==> src/rtl/irrigation_zone_scheduler_pkg.sv <==
// Shared types and helpers for the irrigation zone scheduler.
package irrigation_zone_scheduler_pkg;

    typedef enum logic [1:0] {
        IDLE     = 2'd0,
        IRRIGATE = 2'd1,
        SETTLE   = 2'd2,
        FAULT    = 2'd3
    } state_e;

    // A probe can only be submerged if every probe below it is submerged too;
    // anything else means a stuck or broken level sensor.
    function automatic logic conflicting_values(input logic low_lvl,
                                                input logic mid_lvl,
                                                input logic high_lvl);
        return (high_lvl & ~mid_lvl) | (mid_lvl & ~low_lvl);
    endfunction

endpackage

==> src/rtl/irrigation_zone_scheduler_round_robin_zone_picker.sv <==
// Round-robin search for the next dry zone, starting just after the last one served.
module round_robin_zone_picker #(
    parameter int ZONES = 4,
    parameter int IDX_W = (ZONES > 1) ? $clog2(ZONES) : 1
) (
    input  logic [ZONES-1:0] request,
    input  logic [IDX_W-1:0] last_zone,
    output logic [ZONES-1:0] grant,
    output logic             valid
);

    // Scan last_zone+1 .. last_zone+ZONES (mod ZONES) and grant the first requester
    always_comb begin
        logic [IDX_W-1:0] idx;
        idx   = '0;
        grant = '0;
        valid = 1'b0;
        for (int off = 1; off <= ZONES; off++) begin
            idx = IDX_W'((int'(last_zone) + off) % ZONES);
            if (!valid && request[idx]) begin
                grant[idx] = 1'b1;
                valid      = 1'b1;
            end
        end
    end

endmodule

==> src/rtl/irrigation_zone_scheduler.sv <==
// Irrigation zone scheduler: one zone at a time, sprinkler or dripper mode,
// settle time between zones, reservoir refill hysteresis and sensor fault handling.
module irrigation_zone_scheduler
    import irrigation_zone_scheduler_pkg::*;
#(
    parameter int ZONES             = 4,
    parameter int TIMER_WIDTH       = 8,
    parameter int SPRINKLER_SECONDS = 10,
    parameter int DRIPPER_SECONDS   = 20,
    parameter int SETTLE_SECONDS    = 2
) (
    input  logic                   clock,
    input  logic                   reset_n,
    input  logic                   tick,
    input  logic                   low_water_level,
    input  logic                   mid_water_level,
    input  logic                   high_water_level,
    input  logic [ZONES-1:0]       earth_humidity,
    input  logic                   air_humidity,
    input  logic                   low_temperature,
    output logic                   splinker_bomb,
    output logic [ZONES-1:0]       dripper_valvule,
    output logic [ZONES-1:0]       zone_select,
    output logic [TIMER_WIDTH-1:0] remaining_seconds,
    output logic                   water_supply_valvule,
    output logic                   alarm,
    output logic                   busy
);

    localparam int IDX_W = (ZONES > 1) ? $clog2(ZONES) : 1;

    if ((ZONES < 2) || (ZONES > 8)) begin : g_bad_zones
        $error("ZONES must be in 2..8");
    end
    if ((SPRINKLER_SECONDS > (2**TIMER_WIDTH) - 1) ||
        (DRIPPER_SECONDS   > (2**TIMER_WIDTH) - 1) ||
        (SETTLE_SECONDS    > (2**TIMER_WIDTH) - 1)) begin : g_bad_load
        $error("timer load value does not fit in TIMER_WIDTH bits");
    end

    localparam logic [TIMER_WIDTH-1:0] SPRINKLER_LOAD = TIMER_WIDTH'(SPRINKLER_SECONDS);
    localparam logic [TIMER_WIDTH-1:0] DRIPPER_LOAD   = TIMER_WIDTH'(DRIPPER_SECONDS);
    localparam logic [TIMER_WIDTH-1:0] SETTLE_LOAD    = TIMER_WIDTH'(SETTLE_SECONDS);

    state_e                 state_q, state_d;
    logic [TIMER_WIDTH-1:0] timer_q, timer_d;
    logic                   sprinkler_q, sprinkler_d;
    logic [IDX_W-1:0]       last_zone_q, last_zone_d;
    logic [ZONES-1:0]       zone_select_q, zone_select_d;
    logic [ZONES-1:0]       valve_q, valve_d;
    logic                   pump_q, pump_d;
    logic                   refill_q, refill_d;
    logic                   alarm_q, alarm_d;
    logic                   busy_q, busy_d;

    logic                   conflict;
    logic [ZONES-1:0]       pick_grant;
    logic                   pick_valid;
    logic [IDX_W-1:0]       pick_idx;
    logic [ZONES-1:0]       zone_d;
    logic                   irrigating_d;

    round_robin_zone_picker #(
        .ZONES (ZONES),
        .IDX_W (IDX_W)
    ) u_picker (
        .request   (~earth_humidity),
        .last_zone (last_zone_q),
        .grant     (pick_grant),
        .valid     (pick_valid)
    );

    // Encode the one-hot grant back to an index for last_zone bookkeeping
    always_comb begin
        pick_idx = '0;
        for (int z = 0; z < ZONES; z++) begin
            if (pick_grant[z]) begin
                pick_idx = IDX_W'(z);
            end
        end
    end

    // Next-state, timer and registered-output decode
    always_comb begin
        conflict    = conflicting_values(low_water_level, mid_water_level, high_water_level);
        state_d     = state_q;
        timer_d     = timer_q;
        sprinkler_d = sprinkler_q;
        last_zone_d = last_zone_q;
        zone_d      = zone_select_q;

        if (conflict) begin
            state_d = FAULT;
            timer_d = '0;
        end else begin
            unique case (state_q)
                IDLE: begin
                    if (low_water_level && pick_valid) begin
                        state_d     = IRRIGATE;
                        zone_d      = pick_grant;
                        last_zone_d = pick_idx;
                        sprinkler_d = !air_humidity && !low_temperature && mid_water_level;
                        timer_d     = sprinkler_d ? SPRINKLER_LOAD : DRIPPER_LOAD;
                    end
                end
                IRRIGATE: begin
                    if (!low_water_level) begin
                        state_d = IDLE;
                        timer_d = '0;
                    end else if (|(earth_humidity & zone_select_q)) begin
                        state_d = SETTLE;
                        timer_d = SETTLE_LOAD;
                    end else if (tick) begin
                        if (timer_q <= TIMER_WIDTH'(1)) begin
                            state_d = SETTLE;
                            timer_d = SETTLE_LOAD;
                        end else begin
                            timer_d = timer_q - TIMER_WIDTH'(1);
                        end
                    end
                end
                SETTLE: begin
                    if (tick) begin
                        if (timer_q <= TIMER_WIDTH'(1)) begin
                            state_d = IDLE;
                            timer_d = '0;
                        end else begin
                            timer_d = timer_q - TIMER_WIDTH'(1);
                        end
                    end
                end
                FAULT: begin
                    if (tick) begin
                        state_d = IDLE;
                    end
                end
                default: begin
                    state_d = IDLE;
                    timer_d = '0;
                end
            endcase
        end

        // Outputs are registered from the next state so they line up with state_q
        irrigating_d  = (state_d == IRRIGATE);
        zone_select_d = irrigating_d ? zone_d : '0;
        pump_d        = irrigating_d && sprinkler_d;
        valve_d       = (irrigating_d && !sprinkler_d) ? zone_d : '0;
        busy_d        = (state_d == IRRIGATE) || (state_d == SETTLE);
        alarm_d       = (state_d == FAULT) || !mid_water_level;

        // Refill hysteresis: open below mid, close at high, always closed in fault
        refill_d = refill_q;
        if (!mid_water_level) begin
            refill_d = 1'b1;
        end
        if (high_water_level) begin
            refill_d = 1'b0;
        end
        if (state_d == FAULT) begin
            refill_d = 1'b0;
        end
    end

    // State and output registers; async reset closes every valve immediately
    always_ff @(posedge clock or negedge reset_n) begin
        if (!reset_n) begin
            state_q       <= IDLE;
            timer_q       <= '0;
            sprinkler_q   <= 1'b0;
            last_zone_q   <= IDX_W'(ZONES - 1);
            zone_select_q <= '0;
            valve_q       <= '0;
            pump_q        <= 1'b0;
            refill_q      <= 1'b0;
            alarm_q       <= 1'b0;
            busy_q        <= 1'b0;
        end else begin
            state_q       <= state_d;
            timer_q       <= timer_d;
            sprinkler_q   <= sprinkler_d;
            last_zone_q   <= last_zone_d;
            zone_select_q <= zone_select_d;
            valve_q       <= valve_d;
            pump_q        <= pump_d;
            refill_q      <= refill_d;
            alarm_q       <= alarm_d;
            busy_q        <= busy_d;
        end
    end

    assign splinker_bomb        = pump_q;
    assign dripper_valvule      = valve_q;
    assign zone_select          = zone_select_q;
    assign remaining_seconds    = timer_q;
    assign water_supply_valvule = refill_q;
    assign alarm                = alarm_q;
    assign busy                 = busy_q;

endmodule

==> config.mk <==
export PLATFORM = sky130hd
export DESIGN_NAME = irrigation_zone_scheduler
export DESIGN_NICKNAME = d
export VERILOG_FILES = /design/src/rtl/irrigation_zone_scheduler_pkg.sv /design/src/rtl/irrigation_zone_scheduler_round_robin_zone_picker.sv /design/src/rtl/irrigation_zone_scheduler.sv
export SDC_FILE = /design/constraint.sdc
export NUM_CORES = 1
export LEC_CHECK = 0
export BUFFER_PORTS_ARGS = -buffer_cell sky130_fd_sc_hd__buf_4
export CAP_MARGIN = 10
export CORE_ASPECT_RATIO = 0.9
export CORE_MARGIN = 4
export CORE_UTILIZATION = 60
export DETAILED_ROUTE_END_ITERATION = 12
export PLACE_DENSITY_LB_ADDON = 0.3
export SLEW_MARGIN = 20
export SYNTH_ARGS = -nofsm -noshare
export SYNTH_HDL_FRONTEND = slang
export SYNTH_SLANG_ARGS = --single-unit
==> constraint.sdc <==
create_clock -name clock -period 5.45 [get_ports clock]
set_input_delay 0.545 -clock clock [delete_from_list [all_inputs] [get_ports clock]]
set_output_delay 0.545 -clock clock [all_outputs]
set_load 0.01 [all_outputs]
=== Word-level counts from Yosys, hierarchy flattened ===
Index checks and enable logic that the tools add are counted.
Widths: inputs -> output; s select.

* Register bits: 25
* Bits of input ports: 12
* Output and inout port bits: 20

* Add/sub/neg operators: 5
* $lt $le $gt $ge: 9
* Eq/ne operators: 10
* Multiplexer cells: 58
* Bitwise logic cells: 11
* Reductions and logical operators: 26

{| class="wikitable"
|+ Operators with widths
! kind !! number
|-
| $mux 8 || 8
|-
| $mux 4 || 9
|-
| $pmux 8 s3 || 1
|-
| $mux 2 || 11
|-
| $mux 1 || 19
|-
| $logic_and 1x1->1 || 12
|-
| $lt 2x3->1 const B || 4
|-
| $or 4x4->4 || 3
|-
| $bmux 1 s2 || 4
|-
| $demux 1 s2 || 4
|-
| $eq 2x2->1 const B || 4
|-
| $ge 2x1->1 const B || 4
|-
| $le 8x1->1 const B || 1
|-
| $pmux 2 s4 || 1
|-
| $sub 8x1->8 const B || 1
|-
| $logic_not 1->1 || 7
|-
| $ne 3x3->1 const B || 2
|-
| $mux 5 || 1
|-
| $ne 5x5->1 const B || 1
|-
| $add 2x1->2 const B || 2
|-
| $add 2x2->2 const B || 2
|-
| $and 4x4->4 || 1
|-
| $eq 2x1->1 const B || 2
|-
| $not 4->4 || 1
|-
| 10 further kinds || 14
|}

=== Logic depth before layout (Yosys ltp) ===
* Word-level depth: 20
* Depth in mapped cells: 10
* Depth with buffers taken out: 10

=== By module ===
Synthesis repeated with hierarchy kept, for this count alone.

* Cells, all modules: 203
* Area, all modules: 1,883.1 um^2

{| class="wikitable"
|+ Modules (own cells, without submodules)
! module !! times used !! cells an instance !! area each (um^2)
|-
| irrigation_zone_scheduler || 1 || 155 || 1,467.7
|-
| round_robin_zone_picker || 1 || 48 || 415.4
|}

=== Worst setup path before layout ===
OpenSTA, ideal clock, no wires.

* Kind: register to register
* Start point: register last_zone_q[1]
* End point: register zone_select_q[3] (netlist: zone_select[3])
* Arrival: 2,367 ps
* Data required time: 5,330 ps
* Path slack: 2,963 ps
* Stages on the path, launching flop included: 11
* Buffers on the path: 2
* Period minus slack after synthesis: 2,487 ps
* Cells stage by stage: dfstp_2 -> clkbuf_2 -> inv_1 -> ha_1 -> buf_1 -> nand2b_1 -> o22ai_1 -> a2111oi_2 -> o2bb2ai_1 -> or2_0 -> o211a_1

* Longest elaborated chain between the ends: 19
* Elaborated cells on any way between the ends: 58
* Those cells by class: add/sub (4); order compare (8); eq/ne (1); mux (31); bitwise (3); reduce/logical (11)

{| class="wikitable"
|+ Ends and longest elaborated chain
! element !! line !! source
|-
| start: declaration || irrigation_zone_scheduler.sv:48 || <nowiki>logic [IDX_W-1:0] last_zone_q, last_zone_d;</nowiki>
|-
| start signal: assignment || irrigation_zone_scheduler.sv:171 || <nowiki>last_zone_q <= IDX_W'(ZONES - 1);</nowiki>
|-
| start signal: assignment || irrigation_zone_scheduler.sv:182 || <nowiki>last_zone_q <= last_zone_d;</nowiki>
|-
| $add 2x1->2 || irrigation_zone_scheduler_round_robin_zone_picker.sv:19 || <nowiki>idx = IDX_W'((int'(last_zone) + off) % ZONES);</nowiki>
|-
| $bmux 1 s2 || irrigation_zone_scheduler_round_robin_zone_picker.sv:20 || <nowiki>if (!valid && request[idx]) begin</nowiki>
|-
| $mux 1 (not written as such) || irrigation_zone_scheduler_round_robin_zone_picker.sv:20 ||
|-
| $mux 1 || irrigation_zone_scheduler_round_robin_zone_picker.sv:20 ||
|-
| $logic_not 1->1 || irrigation_zone_scheduler_round_robin_zone_picker.sv:20 ||
|-
| $logic_and 1x1->1 || irrigation_zone_scheduler_round_robin_zone_picker.sv:20 ||
|-
| $mux 1 || irrigation_zone_scheduler_round_robin_zone_picker.sv:20 ||
|-
| $logic_not 1->1 || irrigation_zone_scheduler_round_robin_zone_picker.sv:20 ||
|-
| (+4 left out) || - ||
|-
| $mux 1 || irrigation_zone_scheduler_round_robin_zone_picker.sv:20 ||
|-
| $logic_and 1x1->1 || irrigation_zone_scheduler.sv:98 || <nowiki>if (low_water_level && pick_valid) begin</nowiki>
|-
| $mux 2 || irrigation_zone_scheduler.sv:98 ||
|-
| $pmux 2 s4 || irrigation_zone_scheduler.sv:96 || <nowiki>unique case (state_q)</nowiki>
|-
| $mux 2 || irrigation_zone_scheduler.sv:92 || <nowiki>if (conflict) begin</nowiki>
|-
| $eq 2x1->1 || irrigation_zone_scheduler.sv:145 || <nowiki>irrigating_d = (state_d == IRRIGATE);</nowiki>
|-
| $mux 4 * || irrigation_zone_scheduler.sv:146 || <nowiki>zone_select_d = irrigating_d ? zone_d : '0;</nowiki>
|-
| via zone_select_d[3] || irrigation_zone_scheduler.sv:49 || <nowiki>logic [ZONES-1:0] zone_select_q, zone_select_d;</nowiki>
|-
| end signal: assignment || irrigation_zone_scheduler.sv:183 || <nowiki>zone_select_q <= zone_select_d;</nowiki>
|-
| end: declaration || irrigation_zone_scheduler.sv:49 ||
|}

Mark *: on every way through the listed nets, which the timed path passes. The rest lies on a longest branch. The select of a mux whose other input is x is not followed.
A chain may end at the register's enable or synchronous reset.

=== Worst setup path after layout ===
* Start point: register timer_q[0] (netlist: remaining_seconds[0])
* End point: register valve_q[0] (netlist: dripper_valvule[0])

* Longest elaborated chain between the ends: 10
* Elaborated cells on any way between the ends: 12
* Those cells by class: order compare (1); eq/ne (1); mux (9); reduce/logical (1)

{| class="wikitable"
|+ Ends and longest elaborated chain
! element !! line !! source
|-
| start: declaration || irrigation_zone_scheduler.sv:46 || <nowiki>logic [TIMER_WIDTH-1:0] timer_q, timer_d;</nowiki>
|-
| start signal: assignment || irrigation_zone_scheduler.sv:180 || <nowiki>timer_q <= timer_d;</nowiki>
|-
| $le 8x1->1 * || irrigation_zone_scheduler.sv:114, irrigation_zone_scheduler.sv:124 ||
|-
| $mux 2 || irrigation_zone_scheduler.sv:114 || <nowiki>if (timer_q <= TIMER_WIDTH'(1)) begin</nowiki>
|-
| $mux 2 || irrigation_zone_scheduler.sv:113 || <nowiki>end else if (tick) begin</nowiki>
|-
| $mux 2 || irrigation_zone_scheduler.sv:110 || <nowiki>end else if (|(earth_humidity & zone_select_q)) begin</nowiki>
|-
| $mux 2 || irrigation_zone_scheduler.sv:107 || <nowiki>if (!low_water_level) begin</nowiki>
|-
| $pmux 2 s4 * || irrigation_zone_scheduler.sv:96 ||
|-
| $mux 2 * || irrigation_zone_scheduler.sv:92 ||
|-
| $eq 2x1->1 * || irrigation_zone_scheduler.sv:145 ||
|-
| $logic_and 1x1->1 * || irrigation_zone_scheduler.sv:148 || <nowiki>valve_d = (irrigating_d && !sprinkler_d) ? zone_d : '0;</nowiki>
|-
| $mux 4 * || irrigation_zone_scheduler.sv:148 ||
|-
| via valve_d[0] || irrigation_zone_scheduler.sv:50 || <nowiki>logic [ZONES-1:0] valve_q, valve_d;</nowiki>
|-
| end signal: assignment || irrigation_zone_scheduler.sv:184 || <nowiki>valve_q <= valve_d;</nowiki>
|-
| end: declaration || irrigation_zone_scheduler.sv:50 ||
|}

Mark *: on every way through the listed nets, which the timed path passes. The rest lies on a longest branch.

==> reports/metrics.yaml <==
status: "finished, final reports clean"
routabilityCongestion: 0.942
core_area_um2: 3040
syn-instance-count: 208
cts_tree: "done"
synthTopCellsByArea: "dfrtp_1, ha_1, nand2_1"
die_w_um: 67.4
hold_buffers: 0
synth_cell_types: 55
ys_seq_elements: 25
switching_share_pct: 48.1
drc: 0
yosysTopAreaCellShare_pct: 30.2
synth_edf_count: 0
synthMuxAreaShare_pct: 5.77
wire_per_inst_um: 15.8
period_needed_ps: 2620
synth_nets: 232
end_kind: "flip-flop"
synthXorXnorAreaFrac_pct: 0
drive_gt1_share_pct: 21.8
setup_violations: 0
dpl.hpwl_mm: 3.30
layout_commonest_cell: "buf_4"
max_slew_margin_pct: 49.2
cts_buffers: 3
yosys_most_used_dff: "dfrtp_1"
grt_setup_unrepaired: "false"
hold_ws_ps: 93.0
start_util_pct: 62.7
ys_warn_count: 0
cpPeakStageDelay_ps: 460
final_cell_mix: "buf_4, dfrtp_1, nand2_1"
fmax_mhz: 382
critPathKind: "reg -> reg"
synth_top_family_by_area: "compound AO/OA/AOI/OAI gates"
grt_max_degree: 26
synth.yosys.seq_area_share_pct: 32.9
p_per_area_nw_per_um2: 514
worstPathRequired_ps: 5700
grt_pass1_wl_mm: 7.34
die_area_um2: 4150
combPwrFrac_pct: 65.3
drt_wl_total_mm: 4.37
drv_slew: 0
cpMostUsedCell: "ha_1"
ir_drop_v: 0.000290
p_int_mw: 0.579
clock_power_share_pct: 7.8
cts_setup_buffers: 0
p_leak_nw: 1.03
synthAdderAreaFrac_pct: 7.87
initialDrtViolationCount: 158
synth-compound-area-share_pct: 24.5
grt_pass1_vias: 1577
syn_area_um2: 1910
hp-class: "in -> async"
cp-start-kind: "flip-flop"
viasPerCell: 6.16
async_flop_share_pct: 100
finClkSkew_ps: 1.54
fill_cells: 254
grt_overflow: 0
port_buffers: 31
total_power_mw: 1.12
post-place-ws_ps: 2910
seq_power_share_pct: 27.0
dr.pass1.iters: 4
crit_chain: "inv_1 -> ha_1 -> nor2_1 -> nor4b_2 -> nand2b_1 -> a21oi_1 -> nor3_1 -> o31a_1 -> ha_1 -> nor3b_1"
die_h_um: 61.5
numClockSinks: 25
finalCritPeriodShare_pct: 48.0
crit_family: "simple AND/OR/NAND/NOR gates"
antenna_cells: 0
ctsHtreeMaxLevel: 1
rows: 19
clockBufferDepth: 2
cp_max_fo: 9
avgSynthCellArea_um2: 9.17
io_pins: 32
areaGrowthSynthToFinish_pct: 13.8
synth_simple_gate_area_share_pct: 23.9
slowest_stage: "dfrtp_1"
setup_tns_ps: 0
via_count: 1701
crit_arrival_ps: 2870
synth_top_area_cell: "dfrtp_1"
grt_antenna_before_repair: 0
worstMarginPinSlew_ps: 741
hold_violations: 0
fin_ws_ps: 2830
clk_pin_slew_ps: 140
cts-root-buf: "clkbuf_4"
grt_usage_pct: 23.6
dp.cells: 272
cp_num_buf_inv: 1
fin_cells: 276
drv_cap: 0
cts-resized-gates: 0
worstSkewPairLatency_ps: 320
power.switching_mw: 0.537
ant_nets: 0
nets: 259
cell families (layout without fill, tap and decap cells):
group,Yosys count,in the layout
flip-flops,25,25
AO/OA/AOI/OAI,59,59
AND/OR/NAND/NOR,82,82
multiplexers,9,9
adder cells (fa/ha/maj),12,12
buffers and inverters,21,47
sequential cells by signal, indices dropped and copies added (netlist names):
signal                flops
remaining_seconds         8
splinker_bomb             1
state_q                   2
busy                      1
alarm                     1
dripper_valvule           4
water_supply_valvule      1
sprinkler_q               1
zone_select               4
last_zone_q               2
power groups by stage:
stage / clock (mW) / combinational, mW / sequential (mW)
finish: 0.0866 / 0.729 / 0.301
global route: 0.0974 / 0.811 / 0.311
CTS: 0.0902 / 0.721 / 0.300
detailed placement: 0 / 0.716 / 0.303
global placement: 0 / 0.701 / 0.301
floorplan: 0 / 0.557 / 0.292
through the flow:
step	utilization, %	cell area [µm²]
after global placement	70.4	2140
after detailed placement	70.4	2140
after CTS	71.3	2170
after floorplan	-	1910
final	71.3	2170
after global routing	71.3	2170
metal layers:
| layer | global-route usage (%) | wire length, µm |
|---|---|---|
| met5 | 0 | 0 |
| met4 | 6.07 | 42 |
| met2 | 36.0 | 1920 |
| met3 | 4.38 | 314 |
| met1 | 34.5 | 2090 |
area by class of cell:
class / count / area [µm²] / area share, %
multi-input combinational: 162 / 1180 / 54.5
sequential: 25 / 628 / 28.9
timing repair buffer: 31 / 233 / 10.7
tap: 42 / 52.6 / 2.42
inverter: 12 / 45.0 / 2.07
clock buffer: 3 / 22.5 / 1.04
clock inverter: 1 / 7.51 / 0.346
synth_stat cells (3+ instances only):
| master | n |
|---|---|
| dfrtp_1 | 23 |
| nand2_1 | 18 |
| nor2_1 | 16 |
| ha_1 | 12 |
| inv_1 | 12 |
| o21ai_0 | 10 |
| nand2b_1 | 9 |
| nor2b_1 | 7 |
| nor3_1 | 7 |
| and2_1 | 5 |
| and3_1 | 5 |
| o31ai_1 | 5 |
| a31oi_1 | 4 |
| mux2i_1 | 4 |
| nor3b_1 | 4 |
| a21oi_1 | 3 |
| a32oi_1 | 3 |
| buf_2 | 3 |
| mux2_2 | 3 |
| o2111ai_1 | 3 |
| o211a_1 | 3 |
| o22ai_1 | 3 |
| o2bb2ai_1 | 3 |
| o31a_1 | 3 |
final timing paths:
kind / from / endpoint / slack [ps] / cells past startpoint
worst min register to register: remaining_seconds[6] / remaining_seconds[6] / 530 / 1
worst max register to register: remaining_seconds[0] / dripper_valvule[0] / 2830 / 10
min in group clock: high_water_level / water_supply_valvule / 350 / 2
worst max-delay path: remaining_seconds[0] / dripper_valvule[0] / 2830 / 10
worst min-delay path: reset_n / dripper_valvule[3] / 90 / 1
max in group asynchronous: reset_n / last_zone_q[1] / 5070 / 1
Power figures use the tool's default switching activity.
